File: config.mk
export PLATFORM = sky130hd
export DESIGN_NAME = ram_loader
export DESIGN_NICKNAME = d
export VERILOG_FILES = /design/src/rtl/ram_loader.sv
export SDC_FILE = /design/constraint.sdc
export NUM_CORES = 1
export LEC_CHECK = 0
export CAP_MARGIN = 20
export CORE_UTILIZATION = 50
export CTS_BUF_LIST = sky130_fd_sc_hd__clkbuf_2
export DETAILED_ROUTE_END_ITERATION = 8
export HOLD_SLACK_MARGIN = 0.15
export PLACE_DENSITY_LB_ADDON = 0.25
export REMOVE_ABC_BUFFERS = 1
export SLEW_MARGIN = 20
export SYNTH_ARGS = -nofsm -noshare
export SYNTH_HDL_FRONTEND = slang
export SYNTH_SLANG_ARGS = --single-unit
export TNS_END_PERCENT = 5
File: constraint.sdc
create_clock -name mclk -period 2.1 [get_ports mclk]
set_clock_uncertainty 0.05 [all_clocks]
set_input_delay 0.42 -clock mclk [delete_from_list [all_inputs] [get_ports mclk]]
set_output_delay 0.42 -clock mclk [all_outputs]
set_load 0.03 [all_outputs]
File: src/rtl/ram_loader.sv
// Stream-to-RAM loader: takes an address word, a count word, then count data words, and issues zero-latency RAM writes.
// Define RAM_LOADER_CHECKSUM_EN to add a trailing checksum word that sets o_error on a mismatch.
module ram_loader #(
    parameter  int RAM_DEPTH  = 16,
    parameter  int WIDTH      = 8,
    localparam int ADDR_WIDTH = $clog2(RAM_DEPTH)
) (
    input  logic                  mclk,
    input  logic                  reset,
    input  logic                  mclk_en,
    input  logic                  i_start,
    input  logic                  i_valid,
    input  logic [WIDTH-1:0]      i_data,
    output logic                  o_ready,
    output logic [ADDR_WIDTH-1:0] o_ram_address,
    output logic                  o_ram_load_enable,
    output logic [WIDTH-1:0]      o_ram_load_data,
    output logic                  o_busy,
    output logic                  o_done,
    output logic                  o_error
);

    typedef enum logic [2:0] {
        S_IDLE,
        S_ADDR,
        S_COUNT,
        S_DATA,
`ifdef RAM_LOADER_CHECKSUM_EN
        S_CSUM,
`endif
        S_DONE
    } state_t;

    // State entered after the last data word (or a zero count).
`ifdef RAM_LOADER_CHECKSUM_EN
    localparam state_t S_TAIL = S_CSUM;
`else
    localparam state_t S_TAIL = S_DONE;
`endif

    state_t                r_state;
    logic [ADDR_WIDTH-1:0] r_addr;
    logic [WIDTH-1:0]      r_remain;
    logic                  r_ready;
    logic                  r_busy;
    logic                  r_done;
    logic [ADDR_WIDTH-1:0] w_addr_next;

`ifdef RAM_LOADER_CHECKSUM_EN
    logic [WIDTH-1:0]      r_csum;
    logic                  r_error;
    assign o_error = r_error;
`else
    assign o_error = 1'b0;
`endif

    // Explicit wrap so non-power-of-two depths still cycle through 0..RAM_DEPTH-1.
    assign w_addr_next = (r_addr == ADDR_WIDTH'(RAM_DEPTH - 1)) ? '0 : r_addr + ADDR_WIDTH'(1);

    assign o_ready           = r_ready;
    assign o_busy            = r_busy;
    assign o_done            = r_done;
    assign o_ram_address     = r_addr;
    assign o_ram_load_data   = i_data;
    assign o_ram_load_enable = (r_state == S_DATA) & i_valid;

    always_ff @(posedge mclk or posedge reset) begin
        if (reset) begin
            r_state  <= S_IDLE;
            r_addr   <= '0;
            r_remain <= '0;
            r_ready  <= 1'b0;
            r_busy   <= 1'b0;
            r_done   <= 1'b0;
`ifdef RAM_LOADER_CHECKSUM_EN
            r_csum   <= '0;
            r_error  <= 1'b0;
`endif
        end else if (mclk_en) begin
            case (r_state)
                S_IDLE, S_DONE: begin
                    if (i_start) begin
                        r_state <= S_ADDR;
                        r_ready <= 1'b1;
                        r_busy  <= 1'b1;
                        r_done  <= 1'b0;
`ifdef RAM_LOADER_CHECKSUM_EN
                        r_csum  <= '0;
                        r_error <= 1'b0;
`endif
                    end
                end
                S_ADDR: begin
                    if (i_valid) begin
                        r_addr  <= i_data[ADDR_WIDTH-1:0];
                        r_state <= S_COUNT;
                    end
                end
                S_COUNT: begin
                    if (i_valid) begin
                        r_remain <= i_data;
                        if (i_data != '0) begin
                            r_state <= S_DATA;
                        end else begin
                            r_state <= S_TAIL;
                            if (S_TAIL == S_DONE) begin
                                r_ready <= 1'b0;
                                r_busy  <= 1'b0;
                                r_done  <= 1'b1;
                            end
                        end
                    end
                end
                S_DATA: begin
                    if (i_valid) begin
                        r_addr   <= w_addr_next;
                        r_remain <= r_remain - WIDTH'(1);
`ifdef RAM_LOADER_CHECKSUM_EN
                        r_csum   <= r_csum + i_data;
`endif
                        if (r_remain == WIDTH'(1)) begin
                            r_state <= S_TAIL;
                            if (S_TAIL == S_DONE) begin
                                r_ready <= 1'b0;
                                r_busy  <= 1'b0;
                                r_done  <= 1'b1;
                            end
                        end
                    end
                end
`ifdef RAM_LOADER_CHECKSUM_EN
                S_CSUM: begin
                    if (i_valid) begin
                        r_error <= (i_data != r_csum);
                        r_state <= S_DONE;
                        r_ready <= 1'b0;
                        r_busy  <= 1'b0;
                        r_done  <= 1'b1;
                    end
                end
`endif
                default: begin
                    r_state <= S_IDLE;
                    r_ready <= 1'b0;
                    r_busy  <= 1'b0;
                    r_done  <= 1'b0;
                end
            endcase
        end
    end

endmodule

== Yosys cells after proc, flatten, opt, wreduce, memory -nomap -nowiden ==
Cells that the tools add are included.
Storage, ports and cells
  output and inout bits: 17
  register bits after elaboration: 17
  word-level logic and storage cells: 56
  input port bits: 13
Cells by class
  reduce and logical (&&, ||, !) cells: 9
  bitwise logic cells: 2
  add/sub/neg operators: 2
  muxes and demuxes: 26
  eq/ne operators: 12
Operators by type and width (count)
  2-to-1 mux 3 bit: 6
  2-to-1 mux 8 bit: 2
  case mux 8 bit (2 select lines): 1
  2-to-1 mux 4 bit: 3
  case mux 3 bit (4 select lines): 1
  2-to-1 mux 1 bit: 10
  != test 2 bit (second input constant): 5
  == test 8 x 1 -> 1 bit (second input constant): 1
  case mux 1 bit (4 select lines): 2
  case mux 4 bit (2 select lines): 1
  AND reduction 4 bit: 2
  nonzero test 8 bit: 1
  subtractor 8 x 1 -> 8 bit (second input constant): 1
  AND reduction 7 bit: 1
  == test 3 x 2 -> 1 bit (second input constant): 2
  AND reduction 6 bit: 1
  adder 4 x 1 -> 4 bit (second input constant): 1
  == test 4 bit (second input constant): 1
  nonzero test 2 bit: 2
  == test 3 x 1 -> 1 bit (second input constant): 1
  == test 3 bit (second input constant): 1
  zero test 3 bit: 1
  != test 2 x 1 -> 1 bit (second input constant): 1
  OR reduction 2 bit: 1
  other kinds (2): 2

== Depth between registers and ports, before layout ==
  depth in word-level cells: 4
  depth in mapped cells: 7
  gate-level depth less buffers: 6

== Worst setup path before layout ==
Ideal clock, no wire load.
  kind: flip-flop to flip-flop
  start: register r_remain[0]
  end: register r_remain[6]
  path buffers: 0
  setup time: 121 ps
  period minus slack after synthesis: 1764 ps
  required time: 1929 ps
  arrival: 1592 ps
  setup slack: 336 ps
  stages on the path, launching flop included: 7
  cells stage by stage: dfrtp_1 > inv_1 > ha_1 > or3b_2 > nor3_1 > a31oi_1 > o22a_1
Between the ends
  cells in the longest elaborated chain, start to end: 3
Ends and longest elaborated chain
  start, declared: line 43  | logic [WIDTH-1:0] r_remain;
  start signal, assigned: line 101  | r_remain <= i_data;
  start signal, assigned: line 117  | r_remain <= r_remain - WIDTH'(1);
  subtractor 8 x 1 -> 8 bit: line 117
  2-to-1 mux 8 bit: line 115  | if (i_valid) begin
  case mux 8 bit (2 select lines): line 80  | case (r_state)
Every way passes these cells. The select of a mux whose other input is x is not followed.
A chain may end at the register's enable or synchronous reset.

== Worst setup path after layout ==
  start: register r_state[2]
  end: output port o_ram_load_enable
Between the ends
  cells in the longest elaborated chain, start to end: 2
Ends and longest elaborated chain
  start, declared: line 41  | state_t r_state;
  start signal, assigned: line 69  | r_state <= S_IDLE;
  start signal, assigned: line 83  | r_state <= S_ADDR;
  start signal, assigned: line 96  | r_state <= S_COUNT;
  == test 3 x 2 -> 1 bit: line 65  | assign o_ram_load_enable = (r_state == S_DATA) & i_valid;
  bitwise AND 1 bit: line 65
  end, declared: line 16  | output logic o_ram_load_enable,
Every way passes these cells.

==> results.md <==
* Status: finished, final reports clean
* Total power at 0.001746 W
* Pleak at 0.6228 nW
* Yosys reg bits at 17
* Cell area after synthesis at 0.001162 sq mm
* Gr ovfl total at 0
* Met1 wire length at 1211 um
* Sequential Power Share at 39.2%
* Total number of vias at 1062
* Fin nets at 175
* Site Rows at 17
* Max-slew violations at 0
* Critical path arrival at 1.50 ns
* Clock Latency Late Sink at 0.29 ns
* Required @ worst endpoint at 1.63 ns
* Vias per inst at 5.710
* H-tree depth at 1
* Ant. Diodes at 0
* WL/cell at 14.15 um
* Crit start category: flop
* Register area share after synthesis at 36.60%
* Syn_area_per_cell at 8.740 sq um
* Max-cap viol count at 0
* I/O Buffers at 28
* Distinct cells, synth at 43
* RSZ-0062 raised after global routing: false
* Initial antenna violation count at 0
* Pin count of the biggest net entering global routing at 18
* Vias in the first global route at 1025
* Initial core utilization at 53.06%
* Gp weighted congestion at 0.8621
* Chip width at 50.22 um
* Die area at 0.002522 sq mm
* Buffer levels on the longest clock path at 2
* Syn-to-layout area delta at 22.93%
* Pwr dens at 1222 mW/mm^2
* Share of cells above drive strength 1 at 19.62%
* WS Path Type: flop to primary output
* Switching share of power at 46.67%
* Cts bufs inserted at 3
* Setup TNS at 0 ns
* CTS clk-pin slew, worst paths at 0.17 ns
* Final period util at 93.68%
* Dpl hpwl at 2007 um
* Comb power frac at 51.8%
* Top Metal Used: met4
* Met2 WL post-DR at 1285 um
* Setup bufs post-CTS at 0
* Commonest cells after routing, fill and taps aside: clkdlybuf4s50_1, buf_4, dfrtp_1, a21oi_1, o21ai_0
* DR pass1 iterations at 4
* Minimum clock period at 1.967 ns
* Initial drt markers at 28
* Post-synth EDFFs at 0
* Remaining antenna violation count at 0
* Met3 routed WL at 118 um
* Root Buffer: clkbuf_2
* Detailed Route WL at 2631 um
* Worst hold path type: input port to async pin
* VDD IR max at 0.8177 mV
* Warnings, synthesis at 0
* Global-route wire length before repair at 4616 um
* Post-synth top area cell: dfrtp_1
* Commonest non-fill, non-tap cell in the layout: clkdlybuf4s50_1
* Post-Synthesis Cells at 133
* Peak Freq at 508.3 MHz
* TritonCTS clock tree: built
* Hold-fix buffers, CTS at 0
* Top Ports at 30
* Top FF cell, synth: dfrtp_1
* Total internal power at 0.0009312 W
* GRT Total Usage at 24.00%
* Synth area leaders: dfrtp_1, buf_4, a21oi_1
* Element type at the critical path end: primary output
* DRC violations left at 0
* Yosys top cell area share at 36.60%
* Final setup vio count at 0
* CP max FO at 8
* Die height at 50.22 um
* Fin. Hold Viols at 0
* P_sw at 0.0008148 W
* Clock power frac at 9.1%
* Asr flop ratio synth at 100.0%
* Core Region at 0.002191 sq mm
* # clock sinks at 17
[cells by family after synthesis]
kind of cell | Yosys count | synth area share (%)
compound gates | 50 | 28.53
fa+ha+maj | 3 | 3.230
buf+inv | 23 | 12.70
flops | 17 | 36.60
other cells | 1 | 0.3226
simple gates | 39 | 18.62
[registers in the layout, indices dropped and copies added, names as in the netlist]
signal	flops
o_busy	1
o_done	1
o_ram_address	4
r_remain	8
r_state	3
[final cells by class]
class                           count  area (sq um)
Clock buffer                        4         20.02
Fill cell                         187         762.0
Inverter                            7         26.28
Multi-Input combinational cell     93         594.3
Sequential cell                    17         427.9
Tap cell                           28         35.03
Timing Repair Buffer               37         325.3
[final timing paths]
kind,start,endpoint,slack [ns],cells past startpoint
max,r_state[2],o_ram_load_enable,0.13,3
min,reset,r_state[2],0.35,3
max reg2reg,r_remain[0],r_remain[6],0.22,6
min reg2reg,o_done,o_done,0.50,1
max in group asynchronous,reset,r_state[1],1.44,3
min in group mclk,o_done,o_done,0.50,1
[Yosys cell counts, types with 2 or more instances]
cell	count
dfrtp_1	17
a21oi_1	11
buf_4	11
o21ai_0	10
nor2_1	9
inv_1	7
nand2_1	6
nor3_1	6
a31oi_1	4
nor4_1	4
a211oi_1	3
ha_1	3
nand3_1	3
a211o_1	2
a21o_1	2
a22o_1	2
a22oi_1	2
buf_2	2
o211a_1	2
o21ai_1	2
o22a_1	2
o22ai_1	2
[stage by stage]
| step | cell area, sq um | hold WS, ns | cells | utilization [%] | setup WS (ns) |
|---|---|---|---|---|---|
| 2_1_floorplan | 1041 | 0.2961 | 117 | - | 0.3375 |
| 3_5_place_dp | 1401 | 0.4620 | 182 | 63.96 | 0.07296 |
| 4_1_cts | 1421 | 0.3533 | 186 | 64.88 | 0.04383 |
| 6_report | 1429 | 0.3525 | 186 | 65.22 | 0.1327 |
| 5_1_grt | 1429 | 0.3432 | 186 | 65.22 | 0.02343 |
| 3_3_place_gp | 1401 | 0.4543 | 182 | 63.96 | 0.1146 |
[what timing repair did]
item,in CTS,in global routing
endpoints found under the hold margin,0,0
endpoints found under the setup margin,0,2
gates resized for setup,0,3
[power groups by stage]
stage          logic [W]  registers (W)  clock network, W
6_report        0.000904       0.000684          0.000159
5_1_grt          0.00101       0.000707          0.000181
4_1_cts         0.000904       0.000673          0.000160
3_5_place_dp    0.000903       0.000679                 0
3_3_place_gp    0.000884       0.000671                 0
2_1_floorplan   0.000486       0.000738                 0
[critical path: stages, from the launching register on]
cell and delay (ns):
dfrtp_1 0.49, and3b_1 0.39, and2_1 0.17, buf_4 0.15
[layer usage]
metal / global-route usage, % / vias up
li1: - / 534
met1: 31.80 / 497
met2: 38.89 / 29
met3: 3.939 / 2
met4: 9.048 / 0
met5: 0 / -
Power figures use the tool's default switching activity.
